==> config.mk <==
export PLATFORM = sky130hd
export DESIGN_NAME = product_display_flat
export DESIGN_NICKNAME = d
export VERILOG_FILES = /design/src/rtl/multi_pkg.sv /design/src/rtl/product_display_if.sv /design/src/rtl/product_display_seg7_decode.sv /design/src/rtl/product_display.sv /design/src/flat_wrapper.sv
export SDC_FILE = /design/constraint.sdc
export NUM_CORES = 1
export LEC_CHECK = 0
export CORE_MARGIN = 1.5
export CORE_UTILIZATION = 40
export DETAILED_ROUTE_END_ITERATION = 8
export PLACE_DENSITY = 0.67
export SKIP_CTS_REPAIR_TIMING = 1
export SYNTH_ARGS = -nofsm -noshare
export SYNTH_HDL_FRONTEND = slang
export SYNTH_HIERARCHICAL = 1
export SYNTH_SLANG_ARGS = --single-unit
==> constraint.sdc <==
create_clock -name clk -period 2.4 [get_ports clk]
set_clock_uncertainty 0.2 [all_clocks]
set_input_delay 0.36 -clock clk [delete_from_list [all_inputs] [get_ports clk]]
set_output_delay 0.36 -clock clk [all_outputs]
set_load 0.1 [all_outputs]
==> src/rtl/multi_pkg.sv <==
// Shared constants for the product display: segment patterns, FSM encodings,
// datapath widths and the committed-display payload.
package multi_pkg;

    localparam int unsigned PROD_W      = 5;
    localparam int unsigned MAG_W       = 5;
    localparam int unsigned BCD_W       = 4;
    localparam int unsigned SEG_W       = 7;
    localparam int unsigned AN_W        = 4;
    localparam int unsigned DIGIT_IDX_W = 2;
    localparam int unsigned REFRESH_W   = 20;

    localparam logic [0:0] ST_IDLE = 1'b0;
    localparam logic [0:0] ST_CONV = 1'b1;

    // Active-low patterns, bit order gfedcba
    localparam logic [SEG_W-1:0] SEG_0     = 7'b1000000;
    localparam logic [SEG_W-1:0] SEG_1     = 7'b1111001;
    localparam logic [SEG_W-1:0] SEG_2     = 7'b0100100;
    localparam logic [SEG_W-1:0] SEG_3     = 7'b0110000;
    localparam logic [SEG_W-1:0] SEG_4     = 7'b0011001;
    localparam logic [SEG_W-1:0] SEG_5     = 7'b0010010;
    localparam logic [SEG_W-1:0] SEG_6     = 7'b0000010;
    localparam logic [SEG_W-1:0] SEG_7     = 7'b1111000;
    localparam logic [SEG_W-1:0] SEG_8     = 7'b0000000;
    localparam logic [SEG_W-1:0] SEG_9     = 7'b0010000;
    localparam logic [SEG_W-1:0] SEG_MINUS = 7'b0111111;
    localparam logic [SEG_W-1:0] SEG_BLANK = 7'b1111111;

    typedef struct packed {
        logic             sign;
        logic [BCD_W-1:0] tens;
        logic [BCD_W-1:0] units;
    } disp_t;

endpackage

==> src/rtl/product_display_if.sv <==
// Product handshake and display drive bundle between the multiplier side and the display block.
interface product_display_if;
    import multi_pkg::*;

    logic              prod_valid;
    logic [PROD_W-1:0] prod;
    logic              ready;
    logic [SEG_W-1:0]  seg;
    logic [AN_W-1:0]   an;

    modport master (output prod_valid, prod, input ready, seg, an);
    modport slave  (input prod_valid, prod, output ready, seg, an);

endinterface

==> src/rtl/product_display_seg7_decode.sv <==
// Combinational 7-segment decoder: minus overrides blank, blank overrides the digit code.
module seg7_decode
    import multi_pkg::*;
(
    input  logic [BCD_W-1:0] code,
    input  logic             blank,
    input  logic             minus,
    output logic [SEG_W-1:0] seg
);

    always_comb begin
        seg = SEG_BLANK;
        if (minus) begin
            seg = SEG_MINUS;
        end else if (!blank) begin
            case (code)
                4'd0:    seg = SEG_0;
                4'd1:    seg = SEG_1;
                4'd2:    seg = SEG_2;
                4'd3:    seg = SEG_3;
                4'd4:    seg = SEG_4;
                4'd5:    seg = SEG_5;
                4'd6:    seg = SEG_6;
                4'd7:    seg = SEG_7;
                4'd8:    seg = SEG_8;
                4'd9:    seg = SEG_9;
                default: seg = SEG_BLANK;
            endcase
        end
    end

endmodule

==> src/rtl/product_display.sv <==
// Signed 5-bit product to multiplexed 4-digit 7-segment display via repeated-subtract BCD.
// Optional macro PRODUCT_DISPLAY_LZB_EN blanks a zero tens digit and moves '-' next to the units.
module product_display
    import multi_pkg::*;
#(
    parameter int unsigned REFRESH_DIV = 100000
) (
    input logic               clk,
    input logic               rst,
    product_display_if.slave  bus
);

    logic [0:0]             state, state_nxt;
    logic                   sign, sign_nxt;
    logic [MAG_W-1:0]       mag, mag_nxt;
    logic [BCD_W-1:0]       tens, tens_nxt;
    disp_t                  disp, disp_nxt;
    logic                   accept;

    logic [REFRESH_W-1:0]   refresh;
    logic [DIGIT_IDX_W-1:0] scan_idx;
    logic [AN_W-1:0]        an_onehot;

    logic [BCD_W-1:0]       dec_code;
    logic                   dec_blank;
    logic                   dec_minus;
    logic [SEG_W-1:0]       dec_seg;

    // Handshake and scan outputs are forced inactive while reset is held
    assign bus.ready = (state == ST_IDLE) && !rst;
    assign accept    = bus.prod_valid && bus.ready;

    always_ff @(posedge clk) begin
        if (rst) begin
            state <= ST_IDLE;
            sign  <= 1'b0;
            mag   <= '0;
            tens  <= '0;
            disp  <= '0;
        end else begin
            state <= state_nxt;
            sign  <= sign_nxt;
            mag   <= mag_nxt;
            tens  <= tens_nxt;
            disp  <= disp_nxt;
        end
    end

    // Capture on accept, then peel off tens; display updates only on the final step
    always_comb begin
        state_nxt = state;
        sign_nxt  = sign;
        mag_nxt   = mag;
        tens_nxt  = tens;
        disp_nxt  = disp;
        case (state)
            ST_IDLE: begin
                if (accept) begin
                    state_nxt = ST_CONV;
                    sign_nxt  = bus.prod[PROD_W-1];
                    mag_nxt   = bus.prod[PROD_W-1] ? MAG_W'(~bus.prod + 5'd1) : MAG_W'(bus.prod);
                    tens_nxt  = '0;
                end
            end
            ST_CONV: begin
                if (mag >= MAG_W'(10)) begin
                    mag_nxt  = mag - MAG_W'(10);
                    tens_nxt = tens + BCD_W'(1);
                end else begin
                    disp_nxt.sign  = sign && ((mag != '0) || (tens != '0));
                    disp_nxt.tens  = tens;
                    disp_nxt.units = mag[BCD_W-1:0];
                    state_nxt      = ST_IDLE;
                end
            end
            default: state_nxt = ST_IDLE;
        endcase
    end

    always_ff @(posedge clk) begin
        if (rst) begin
            refresh  <= '0;
            scan_idx <= '0;
        end else if (refresh == REFRESH_W'(REFRESH_DIV - 1)) begin
            refresh  <= '0;
            scan_idx <= scan_idx + DIGIT_IDX_W'(1);
        end else begin
            refresh  <= refresh + REFRESH_W'(1);
        end
    end

    // Per-digit content selection for the currently scanned position
    always_comb begin
        dec_code  = '0;
        dec_blank = 1'b1;
        dec_minus = 1'b0;
        case (scan_idx)
            2'd0: begin
                dec_code  = disp.units;
                dec_blank = 1'b0;
            end
            2'd1: begin
`ifdef PRODUCT_DISPLAY_LZB_EN
                if (disp.tens == '0) begin
                    dec_minus = disp.sign;
                end else begin
                    dec_code  = disp.tens;
                    dec_blank = 1'b0;
                end
`else
                dec_code  = disp.tens;
                dec_blank = 1'b0;
`endif
            end
            2'd3: begin
`ifdef PRODUCT_DISPLAY_LZB_EN
                dec_minus = disp.sign && (disp.tens != '0);
`else
                dec_minus = disp.sign;
`endif
            end
            default: dec_blank = 1'b1;
        endcase
    end

    seg7_decode u_seg7_decode (
        .code  (dec_code),
        .blank (dec_blank),
        .minus (dec_minus),
        .seg   (dec_seg)
    );

    assign an_onehot = AN_W'(4'b0001 << scan_idx);
    assign bus.an    = rst ? {AN_W{1'b1}} : ~an_onehot;
    assign bus.seg   = rst ? SEG_BLANK : dec_seg;

endmodule

==> src/flat_wrapper.sv <==
// flat-port wrapper written by rule: the top's interface ports become plain ports
module product_display_flat import multi_pkg::*;
#(
    parameter int unsigned REFRESH_DIV = 100000
)
  (clk, rst, bus_prod_valid, bus_prod, bus_ready, bus_seg, bus_an);
  product_display_if bus_i ();
  input logic clk;
  input logic rst;
  input wire logic [$bits(bus_i.prod_valid)-1:0] bus_prod_valid;
  input wire logic [$bits(bus_i.prod)-1:0] bus_prod;
  output wire logic [$bits(bus_i.ready)-1:0] bus_ready;
  output wire logic [$bits(bus_i.seg)-1:0] bus_seg;
  output wire logic [$bits(bus_i.an)-1:0] bus_an;
  assign bus_i.prod_valid = bus_prod_valid;
  assign bus_i.prod = bus_prod;
  assign bus_ready = bus_i.ready;
  assign bus_seg = bus_i.seg;
  assign bus_an = bus_i.an;
  product_display #(.REFRESH_DIV(REFRESH_DIV)) u_core (.clk(clk), .rst(rst), .bus(bus_i));
endmodule
==> out/qor.yml <==
critical_path:
  path_class: "reg -> out"
  reg2reg_depth: 6
  critPathArrivalTime_ns: 2.12
  worst_setup_path_end_kind: "output port"
  rrSetupSlack_ns: 0.39
  critPathLaunch: "u_core/scan_idx[1]"
  cp_max_fo: 5
  r2r-end: "u_core/mag[4]"
  r2r-start: "u_core/mag[1]"
  crit_path_start_kind: "flip-flop"
  cp.required_ns: 1.84
placed_design:
  gp_congestion: 0.8141
  post-place-ws_ns: -0.1356
  numPortBuffers: 19
  place_hpwl_um: 3659
logic_synthesis:
  synth_edf_count: 0
  ys_ff_latch: 42
  async_flop_share_pct: 0
  yosys_warnings: 6
  synth_area_leaders: "dfxtp_1 35%, ha_1 7.2%, mux2i_1 6.2%"
  syn_inst: 282
  synth_most_common_cell: "dfxtp_1"
  synth_cell_types: 49
  yosys.area.top_type: "dfxtp_1"
  netlist.area_leader.share_pct: 34.53
  syn_nets: 304
  synth_common_cells: "42 x dfxtp_1, 39 x nor2_1, 18 x inv_1, 15 x mux2i_1, 15 x nand2_1"
  ys_seq_area_share_pct: 34.53
  ys_dominant_reg_cell: "dfxtp_1"
  syn_area_um2: 2435
  synth_area_per_cell_um2: 8.634
global_route:
  antenna_found_initial: 0
  overflow: 0
  grt_pass1_vias: 1961
  grt.total_usage_pct: 16.83
  grt_max_degree: 24
  grt_pass1_wl_um: 8638
layout:
  area_delta_synth_final_pct: 26.26
  nNetsFinal: 335
  drive_gt1_share_pct: 20.70
  antenna_cells: 0
floorplanning:
  core_um2: 5886
  start_util_pct: 41.37
  die_w_um: 81.02
  die_h_um: 81.02
  io_pins: 20
  dieArea_um2: 6564
  rows: 28
clock_tree:
  cts_made_buffers: 5
  cts_max_path_buffers: 2
  cts.sinks: 42
  clk_latency_ns: 0.29
  root_buffer: "clkbuf_8"
  clk_pin_slew_ns: 0.08
  cts_tree: "built"
  htreeDepth: 2
route:
  ant_nets: 0
  routedWlPerCell_um: 12.71
  detailedRoute.firstIterationViolations: 66
  dr.pass1.iters: 4
  wirelength_um: 4944
  dr_total_vias: 2026
  drc: 0
  via_per_inst: 5.208
timing:
  layout_min_cycle_time_ns: 2.683
  whs_ns: 0.2805
  hold_violations: 0
  relSlewSlack_pct: 65.62
  finalCritPeriodShare_pct: 111.8
  tightest_slew_ns: 0.5139
  fin_tns_setup_ns: -1.849
  rsz0062_at_grt: "yes"
  finalMaxSlewViolations: 0
  finalSetupViolations: 7
  fmax_ghz: 0.3727
  final.setup.worst_slack_ns: -0.2828
job:
  drv_cap: 0
min_path:
  hold_end: "u_core/refresh[0]"
  hp-class: "reg -> reg"
  hold_depth: 1
  min_from: "u_core/refresh[0]"
power:
  p_leak_uw: 0.001158
  ir_drop_mv: 0.3341
  cellPowerDensity_nw_per_um2: 515.3
  power_uw: 1584
run_status:
  status: "complete, but fails checks"
  violations: "setup timing"
==> cell families (layout without fill, tap and decap cells) <==
group | count (synthesis) | count (layout) | synth area share, %
buf+inv | 31 | 63 | 5.806
simple gates | 121 | 121 | 28.37
fa+ha+maj | 14 | 14 | 7.194
compound gates | 40 | 40 | 11.00
flops | 42 | 42 | 34.53
xor+xnor | 18 | 18 | 6.475
mux | 16 | 16 | 6.629
==> worst max-delay path: stages, from the launching register on <==
cell,delay (ns)
dfxtp_1,0.33
inv_1,0.08
ha_2,0.21
a22o_4,0.25
o21a_1,0.20
nor3_4,0.24
o21ai_1,0.10
or2_4,0.26
buf_12,0.16
==> cell usage in the layout, fill, tap and decap left out, drive strengths merged, types with 3 or more instances in the layout <==
cell           netlist  routed
o21ai               15      15
dfxtp               42      42
or2                  7       7
a21o                 3       3
nor2                39      39
a22o                 4       4
inv                 18      18
buf                  5      30
a21oi                6       6
nand4                7       7
nand2b               8       8
ha                  14      14
nor4                14      14
xnor2               14      14
xor2                 4       4
clkdlybuf4s50        0       7
and3                 3       3
nor3                 8       8
clkbuf               8       6
mux2i               15      15
nand3                8       8
nand2               15      15
==> metrics by stage <==
step	util, %	area (um2)	instances
global placement	49.62	2920	381
global route	52.23	3074	389
detailed placement	49.62	2920	381
finish	52.23	3074	389
CTS	51.49	3030	389
floorplan	-	2455	282
==> metal layers <==
metal,track usage [%],wire (um),share of wire [%]
met3,3.034,114,2.3
met4,5.690,63,1.3
met5,0,0,0
met1,22.04,2504,51
met2,27.75,2262,46
==> worst max-delay path by stage <==
| stage | cells past startpoint | end | slack [ns] |
|---|---|---|---|
| finish | 8 | bus_seg[3] | -0.28 |
| global route | 8 | bus_seg[0] | -0.41 |
| CTS | 10 | bus_seg[4] | -0.46 |
| detailed placement | 10 | bus_seg[4] | -0.14 |
| global placement | 10 | bus_seg[4] | -0.06 |
| floorplan | 9 | bus_seg[4] | -0.03 |
==> sequential cells by signal, indices dropped and copies added (netlist names) <==
signal and cells:
u_core/disp 9, u_core/mag 5, u_core/refresh 20, u_core/scan_idx 2
u_core/sign 1, u_core/state 1, u_core/tens 4
==> report_power, final <==
group | internal, uW | switching (uW) | total, uW
Combinational | 126 | 175 | 301
Sequential | 711 | 16.3 | 728
Clock | 310 | 245 | 555
Total | 1150 | 436 | 1580
==> cell type report <==
cell class / instances / area (um2)
Sequential cell: 42 / 842.1
Timing Repair Buffer: 37 / 445.4
Inverter: 18 / 67.56
Tap cell: 75 / 93.84
Multi-Input combinational cell: 209 / 1515
Fill cell: 548 / 2811
Clock inverter: 2 / 37.54
Clock buffer: 6 / 72.57
Power figures use the tool's default switching activity.
